### config.mk
export PLATFORM = sky130hd
export DESIGN_NAME = pipelined_csel_adder
export DESIGN_NICKNAME = d
export VERILOG_FILES = /design/src/rtl/pipelined_csel_adder.sv
export SDC_FILE = /design/constraint.sdc
export NUM_CORES = 1
export LEC_CHECK = 0
export CAP_MARGIN = 20
export CORE_ASPECT_RATIO = 1.5
export CORE_MARGIN = 2
export CORE_UTILIZATION = 35
export CTS_CLUSTER_DIAMETER = 60
export DETAILED_ROUTE_END_ITERATION = 16
export DONT_BUFFER_PORTS = 1
export SLEW_MARGIN = 20
export SYNTH_ARGS = -nofsm -noshare
export SYNTH_HDL_FRONTEND = slang
export SYNTH_SLANG_ARGS = --single-unit
### constraint.sdc
create_clock -name i_clk -period 3.7 [get_ports i_clk]
set_input_delay 0.185 -clock i_clk [delete_from_list [all_inputs] [get_ports i_clk]]
set_output_delay 0.185 -clock i_clk [all_outputs]
set_load 0.01 [all_outputs]
### src/rtl/pipelined_csel_adder.sv
// rtl/pipelined_csel_adder.sv - pipelined carry-select adder/subtractor with valid/ready flow control
module pipelined_csel_adder #(
    parameter int WIDTH = 32,
    parameter int BLK   = 8
) (
    input  logic             i_clk,
    input  logic             i_rst,
    input  logic             i_valid,
    output logic             o_ready,
    input  logic [WIDTH-1:0] i_a,
    input  logic [WIDTH-1:0] i_b,
    input  logic             i_cin,
    input  logic             i_sub,
    output logic             o_valid,
    input  logic             i_ready,
    output logic [WIDTH-1:0] o_sum,
    output logic             o_cout,
    output logic             o_ovf
);
    localparam int NBLK = WIDTH / BLK;

    logic             advance;
    logic [WIDTH-1:0] b_eff;
    logic             c0;

    assign advance = !o_valid || i_ready;
    assign o_ready = advance;
    assign b_eff   = i_sub ? ~i_b : i_b;
    assign c0      = i_sub ? ~i_cin : i_cin;

    for (genvar k = 0; k < NBLK; k++) begin : g_stage
        logic [WIDTH-1:0] a_in, b_in, s_in, s_d;
        logic [WIDTH-1:0] a_q, b_q, s_q;
        logic             c_in, v_in, c_d;
        logic             c_q, v_q;
        logic [BLK:0]     sum0, sum1;

        if (k == 0) begin : g_head
            assign a_in = i_a;
            assign b_in = b_eff;
            assign s_in = '0;
            assign c_in = c0;
            assign v_in = i_valid;
        end else begin : g_body
            assign a_in = g_stage[k-1].a_q;
            assign b_in = g_stage[k-1].b_q;
            assign s_in = g_stage[k-1].s_q;
            assign c_in = g_stage[k-1].c_q;
            assign v_in = g_stage[k-1].v_q;
        end

        // Both carry hypotheses are computed up front; only the mux waits on the carry.
        assign sum0 = {1'b0, a_in[k*BLK +: BLK]} + {1'b0, b_in[k*BLK +: BLK]};
        assign sum1 = {1'b0, a_in[k*BLK +: BLK]} + {1'b0, b_in[k*BLK +: BLK]}
                    + {{BLK{1'b0}}, 1'b1};
        assign c_d  = c_in ? sum1[BLK] : sum0[BLK];

        always_comb begin
            s_d                 = s_in;
            s_d[k*BLK +: BLK]   = c_in ? sum1[BLK-1:0] : sum0[BLK-1:0];
        end

        always_ff @(posedge i_clk) begin
            if (i_rst) begin
                a_q <= '0;
                b_q <= '0;
                s_q <= '0;
                c_q <= 1'b0;
                v_q <= 1'b0;
            end else if (advance) begin
                a_q <= a_in;
                b_q <= b_in;
                s_q <= s_d;
                c_q <= c_d;
                v_q <= v_in;
            end
        end
    end

    // Only the sign bits of the operands matter once the last block is resolved.
    logic unused_operand_bits;
    assign unused_operand_bits = ^{g_stage[NBLK-1].a_q, g_stage[NBLK-1].b_q};

    assign o_valid = g_stage[NBLK-1].v_q;
    assign o_sum   = g_stage[NBLK-1].s_q;
    assign o_cout  = g_stage[NBLK-1].c_q;
    assign o_ovf   = (g_stage[NBLK-1].a_q[WIDTH-1] == g_stage[NBLK-1].b_q[WIDTH-1])
                  && (g_stage[NBLK-1].s_q[WIDTH-1] != g_stage[NBLK-1].a_q[WIDTH-1]);
endmodule

==> results of run 1 <==
-- area by class of cell --
cell class	count	area [um^2]	share of cell area [%]
antenna	1	2.50	0.0246
clock buffer	24	502	4.94
clock inverter	7	57.6	0.566
inverter	16	65.1	0.640
multi-input combinational	800	4640	45.6
sequential	186	3720	36.6
tap	324	405	3.99
timing repair buffer	74	771	7.58
-- synth_stat cells, types with 3 or more instances --
| cell | count |
|---|---|
| a211o_1 | 3 |
| a211oi_1 | 58 |
| a21o_1 | 4 |
| a21oi_1 | 144 |
| and3_1 | 3 |
| and3b_1 | 3 |
| buf_1 | 7 |
| clkbuf_1 | 60 |
| dfxtp_1 | 186 |
| fa_1 | 4 |
| ha_1 | 36 |
| inv_1 | 14 |
| mux2i_1 | 3 |
| nand2_1 | 263 |
| nand3_1 | 4 |
| nand4_1 | 10 |
| nor2_1 | 94 |
| nor2b_1 | 9 |
| nor3_1 | 8 |
| nor3b_1 | 5 |
| o2111ai_1 | 3 |
| o211ai_1 | 4 |
| o21a_1 | 5 |
| o21ai_0 | 14 |
| o21ai_1 | 4 |
| o22ai_1 | 4 |
| o31ai_1 | 4 |
| or4_1 | 3 |
| xnor2_1 | 45 |
| xor2_1 | 23 |
-- state kept, by name (all words and copies together) (netlist names) --
register / count
g_stage.a_q: 49
g_stage.b_q: 49
g_stage.c_q: 3
g_stage.s_q: 48
g_stage.v_q: 3
o_cout: 1
o_sum: 32
o_valid: 1
-- power groups by stage --
stage	Clock [W]	Combinational [W]	Sequential, W
after floorplan	0	0.000493	0.00225
after global placement	0	0.000541	0.00228
after detailed placement	0	0.000551	0.00228
after CTS	0.00179	0.000664	0.00223
after global routing	0.00187	0.000749	0.00225
final	0.00174	0.000660	0.00223
-- per-stage QoR --
stage          power [W]  util, %  instance area (um^2)  hold WS [ns]
2_1_floorplan    0.00275        -                  8680         0.325
3_3_place_gp     0.00282     36.5                  8890         0.273
3_5_place_dp     0.00283     36.5                  8890         0.271
4_1_cts          0.00469     41.7                 10200       0.00909
5_1_grt          0.00487     41.7                 10200       0.00550
6_report         0.00463     41.7                 10200        0.0100
-- worst reg2reg max path, delay by kind of cell (launching register included) --
kind | cells | cell delay [ns]
adder cells (fa/ha/maj) | 2 | 0.66
flip-flops | 1 | 0.31
AND/OR/NAND/NOR | 4 | 1.07
AO/OA/AOI/OAI | 2 | 0.57
-- cell families after synthesis --
family,after synthesis,synth area share [%]
AOI/OAI and AO/OA,267,19.1
xor gates and xnor gates,70,7.37
adders and majority gates,40,6.11
buffers and inverters,85,3.73
DFF,186,42.9
muxes,3,0.346
and+or+nand+nor,420,20.5
-- layer usage --
layer	up-vias	GRT usage (%)
li1	3724	-
met1	3241	18.6
met2	108	26.3
met3	19	3.24
met4	0	5.46
met5	-	0
-- timing repair --
| item | CTS | global route |
|---|---|---|
| hold buffers | 69 | 0 |
| endpoints found under the hold margin | 184 | 0 |
| gates resized for setup | 0 | 0 |
-- final timing paths --
path                                         from                end  slack (ns)  depth (start not counted)
worst max-delay path            g_stage[0].a_q[8]     g_stage[1].c_q        0.99                          8
worst min-delay path                       i_b[8]  g_stage[0].b_q[8]        0.01                          2
worst max register to register  g_stage[0].a_q[8]     g_stage[1].c_q        0.99                          8
worst min register to register  g_stage[1].s_q[4]  g_stage[1].s_q[4]        0.45                          2
==> metrics, run 1 <==
final setup margin=0.991 ns; Pleak=3.89 nW; via/cell ratio=4.95; YS warnings=0; WP buf/inv=0; CP cell instances=ha_1 > fa_1 > a211oi_2 > nor2_1 > nor2b_1 > nand4_1 > or4_1 > a32o_1; Psw=0.00122 W; # Post-CTS Setup Buffers=0; top cells by area, synth=dfxtp_1 (43%), nand2_1 (11%), a21oi_1 (8.3%), ha_1 (5.2%), a211oi_1 (5.0%); Post-Syn Area=0.00868 mm^2; DRC errors left=0; vias in the first global route=6828; Tmin final=2.71 ns; clock power share=37.6%; Post-Syn Area per Cell=8.10 um^2; clock-pin slew on the worst setup and hold paths=0.06 ns; grt total ovfl=0; library cells used by synthesis=64; initial core utilization=35.6%; CTS tree=yes; max_slew headroom=43.3%; Max Clk Rate=0.369 GHz; most common cell after layout, fill and taps aside=nand2_1; fin. max-slew vios=0; Vias=7092; Core ar.=0.0243 mm^2; Sw Share=26.3%; post-DP HPWL=12.4 mm; routed wl met3=709 um; Placer Congestion=0.802; Critical Path Start Type=flip-flop; Post-Syn Instances=1071; # setup viols final=0; Yosys top cell area share=42.9%; RSZ-0062 raised after global routing=false; crit-path max cell delay=0.56 ns; Max IR drop VDD=0.342 mV; Hold Vio Cnt, Final=0; post-synth net total=1181; Area Overhead vs Synth=17.1%; Post-synth top flop=dfxtp_1; Routed Antenna Nets=0; share of cells above drive strength 1=4.61%; # IOs=106; drt total wl=19.2 mm; met2 wire len=9.27 mm; number of port buffers=0; Tot GR Track Use=15.2%; Setup Skew=0.00831 ns; Post-Layout Cell Count=1432; post-synth top area cell=dfxtp_1; PD cells=456 mW/mm^2; pre-CTS WS=1.01 ns; Initial DRC Count=264; worst-path fanout max=5; drt pass-1 iters=4; post-synthesis register bit count=186; most frequent cells in the layout=nand2_1 (263), dfxtp_1 (186), a21oi_1 (144); largest net degree at the start of global routing=185; internal power=0.00342 W; clock tree buffer depth=2; H-Tree Depth=4; ys async rst share=0%; WP data required=4.03 ns; DIE AREA=0.0261 mm^2; Post-synth EDFFs=0; initial antenna violation count=1; Slew @ Worst Pin=0.850 ns; DR WL/cell=13.4 um; status=completed; crit path kind=reg2reg; Worst EP arrival=3.04 ns; slowest stage cell on the critical path=or4_1; die height=197 um; Highest Signal Layer=met4; dpl cells=1331; CTS root buf=clkbuf_16; clk_lat worst skew=0.43 ns; # clock sinks=186; Hold/Removal Path Class=in2reg; nets@finish=1205; DRT met1 WL=8.92 mm; sequential share of the synthesized area=42.9%; row count=70; first-pass GRT wire length=32.8 mm; final setup TNS=0 ns; share of the cycle needed by the critical path after routing=73.2%; Die X=133 um; crit end category=flip-flop; max_cap viols=0; CP top delay family=simple AND/OR/NAND/NOR gates; combinational fraction of design power=14.2%; fillcell total=2573; Inserted Clock Buffers=17; Reg power frac=48.2%
(Power assumes the default switching activity.)
==> run 2: changes to the inputs <==
clock period = 2.6 ns   (was 3.7 ns; I/O delays follow)
==> run 2 against run 1 <==
First-iteration DRC count increased by 13%; global-route usage increased by 0.23 points; sequential share of layout area decreased by 2.8 points; core utilization increased by 3.4 points; non-clock buffer count increased by 71; worst setup slack got worse by 0.88 ns; flip-flop and latch count unchanged; largest power group unchanged; highest routed layer unchanged.
==> metrics, run 2 (synthesized netlist as in run 1, its figures left out) <==
Die X=133 um (unchanged); PD cells=641 mW/mm^2 (+41%); largest net degree at the start of global routing=139 (-25%); Sw Share=24.5% (-1.7 points); crit path kind=reg2reg; clock-pin slew on the worst setup and hold paths=0.07 ns (about the same); Setup Skew=0.00582 ns (-0.00248 ns); Placer Congestion=0.833 (+4.0%); Critical Path Start Type=flip-flop; combinational fraction of design power=15.3% (+1.1 points); fin. max-slew vios=0 (unchanged); drt pass-1 iters=4 (unchanged); Area Overhead vs Synth=26.7%; Initial DRC Count=299 (+13%); crit end category=flip-flop; Reg power frac=45.1% (-3.1 points); # IOs=106 (unchanged); DIE AREA=0.0261 mm^2 (unchanged); WP buf/inv=1 (+1); Routed Antenna Nets=0 (unchanged); final setup margin=0.111 ns (-0.880 ns); CTS root buf=clkbuf_16; DRC errors left=0 (unchanged); CP top delay family=simple AND/OR/NAND/NOR gates; row count=70 (unchanged); Tmin final=2.49 ns (-0.220 ns); Pleak=4.36 nW (+12%); max_slew headroom=58.9% (+16 points); most frequent cells in the layout=nand2_1 (263), dfxtp_1 (186), a21oi_1 (144); placed cell area=0.00900 mm^2 (+1.2%); Max Clk Rate=0.402 GHz (+8.9%); largest registers=g_stage.a_q x49, g_stage.b_q x49, g_stage.s_q x48; first-pass GRT wire length=33.5 mm (+2.0%); Core ar.=0.0243 mm^2 (unchanged); share of cells above drive strength 1=6.45% (+1.8 points); drt total wl=19.7 mm (+2.8%); initial core utilization=35.6% (unchanged); DR WL/cell=13.1 um (-2.0%); dpl cells=1341 (+0.75%); Inserted Clock Buffers=17 (unchanged); Critical Path Source=g_stage[1].a_q[16]; internal power=0.00532 W (+56%); Final Total Pwr=0.00705 W (+52%); Hold/Removal Path Class=in2reg; crit-path max cell delay=0.50 ns (-0.06 ns); clock tree buffer depth=2 (unchanged); Psw=0.00173 W (+42%); worst hold slack=0.0580 ns (+0.0480 ns); nets@finish=1276 (+5.9%); vias in the first global route=7076 (+3.6%); status=completed; Vias=7382 (+4.1%); most common cell after layout, fill and taps aside=nand2_1; number of port buffers=0 (unchanged); Max IR drop VDD=0.467 mV (+36%); grt total ovfl=0 (unchanged); r2r startpoint=g_stage[1].a_q[16]; CTS tree=yes; # setup viols final=0 (unchanged); Post-Layout Cell Count=1502 (+4.9%); clk_lat worst skew=0.43 ns (about the same); pre-CTS WS=-0.00871 ns (-1.02 ns); Tot GR Track Use=15.4% (+0.23 points); max_cap viols=0 (unchanged); Worst EP arrival=2.81 ns (-0.23 ns); initial antenna violation count=0 (-1); final instance area=0.0110 mm^2 (+8.1%); clock power share=39.6% (+2.0 points); Worst Min Path Start=i_cin; Slew @ Worst Pin=0.617 ns (-0.233 ns); Hold Vio Cnt, Final=0 (unchanged); slowest stage cell on the critical path=or4_1; post-DP HPWL=12.5 mm (+0.65%); via/cell ratio=4.91 (-0.76%); die height=197 um (unchanged); CP cell instances=ha_1 > fa_2 > a211oi_2 > buf_4 > or3b_2 > o311a_1 > or4_1 > a32o_1; H-Tree Depth=4 (unchanged); share of the cycle needed by the critical path after routing=95.7% (+22 points); antenna diode count=0 (-1); # clock sinks=186 (unchanged); WP data required=2.92 ns (-1.11 ns); worst-path fanout max=3 (-2); fillcell total=2489 (-3.3%)
## run 2: changes by cell type in the layout (fill, tap and decap cells not counted), sizes merged
cell         before  now
clkbuf           24   22
dlygate4sd3      68  125
clkinv            2    1
diode             1    0
bufinv            0    4
buf               6   20
clkinvlp          3    2
## run 2: per-layer routing
layer	part of all wire [%]	global-route usage, %
met1	46	18.6
met3	2.8	2.96
met5	0	0
met2	50	27.6
met4	1.3	4.94
## run 2: final timing paths
| check | end | slack [ns] | cells past startpoint |
|---|---|---|---|
| hold reg to reg | g_stage[1].a_q[31] | 0.45 | 2 |
| hold / removal | g_stage[0].s_q[1] | 0.06 | 4 |
| setup / recovery | g_stage[2].c_q | 0.11 | 8 |
| setup reg to reg | g_stage[2].c_q | 0.11 | 8 |
## run 2: worst reg2reg max path, delay by kind of cell, from the launching register on
| family | cells | cell delay (ns) |
|---|---|---|
| adders and majority gates | 2 | 0.45 |
| and+or+nand+nor | 2 | 0.97 |
| AOI/OAI and AO/OA | 3 | 0.48 |
| DFF | 1 | 0.34 |
| buffers and inverters | 1 | 0.15 |
## run 2: layout make-up
class	count	area (um^2)	area share (%)
Clock inverter	9	161	1.47
Tap cell	324	405	3.69
Sequential cell	186	3720	33.9
Multi-Input combinational cell	800	4690	42.7
Clock buffer	22	474	4.31
Timing Repair Buffer	145	1470	13.4
Inverter	16	65.1	0.592
## run 2: what timing repair did
action	CTS	global route
gates resized for setup	2	9
setup buffers	1	3
endpoints found under the hold margin	184	0
hold buffers	126	0
setup endpoints to repair	2	6
pin swaps	2	7
## run 2: power by group through the flow
stage | Sequential, W | Clock (W) | Combinational [W]
finish | 0.00318 | 0.00279 | 0.00108
global route | 0.00321 | 0.00297 | 0.00121
CTS | 0.00318 | 0.00287 | 0.00107
detailed placement | 0.00324 | 0 | 0.000812
global placement | 0.00324 | 0 | 0.000802
floorplan | 0.00321 | 0 | 0.000707
## run 2: metrics by stage
step / TNS [ns] / utilization [%]
6_report: 0 / 45.1
4_1_cts: 0 / 44.9
2_1_floorplan: -0.194 / -
5_1_grt: -0.00923 / 45.1
3_3_place_gp: 0 / 37.0
3_5_place_dp: -0.00871 / 37.0
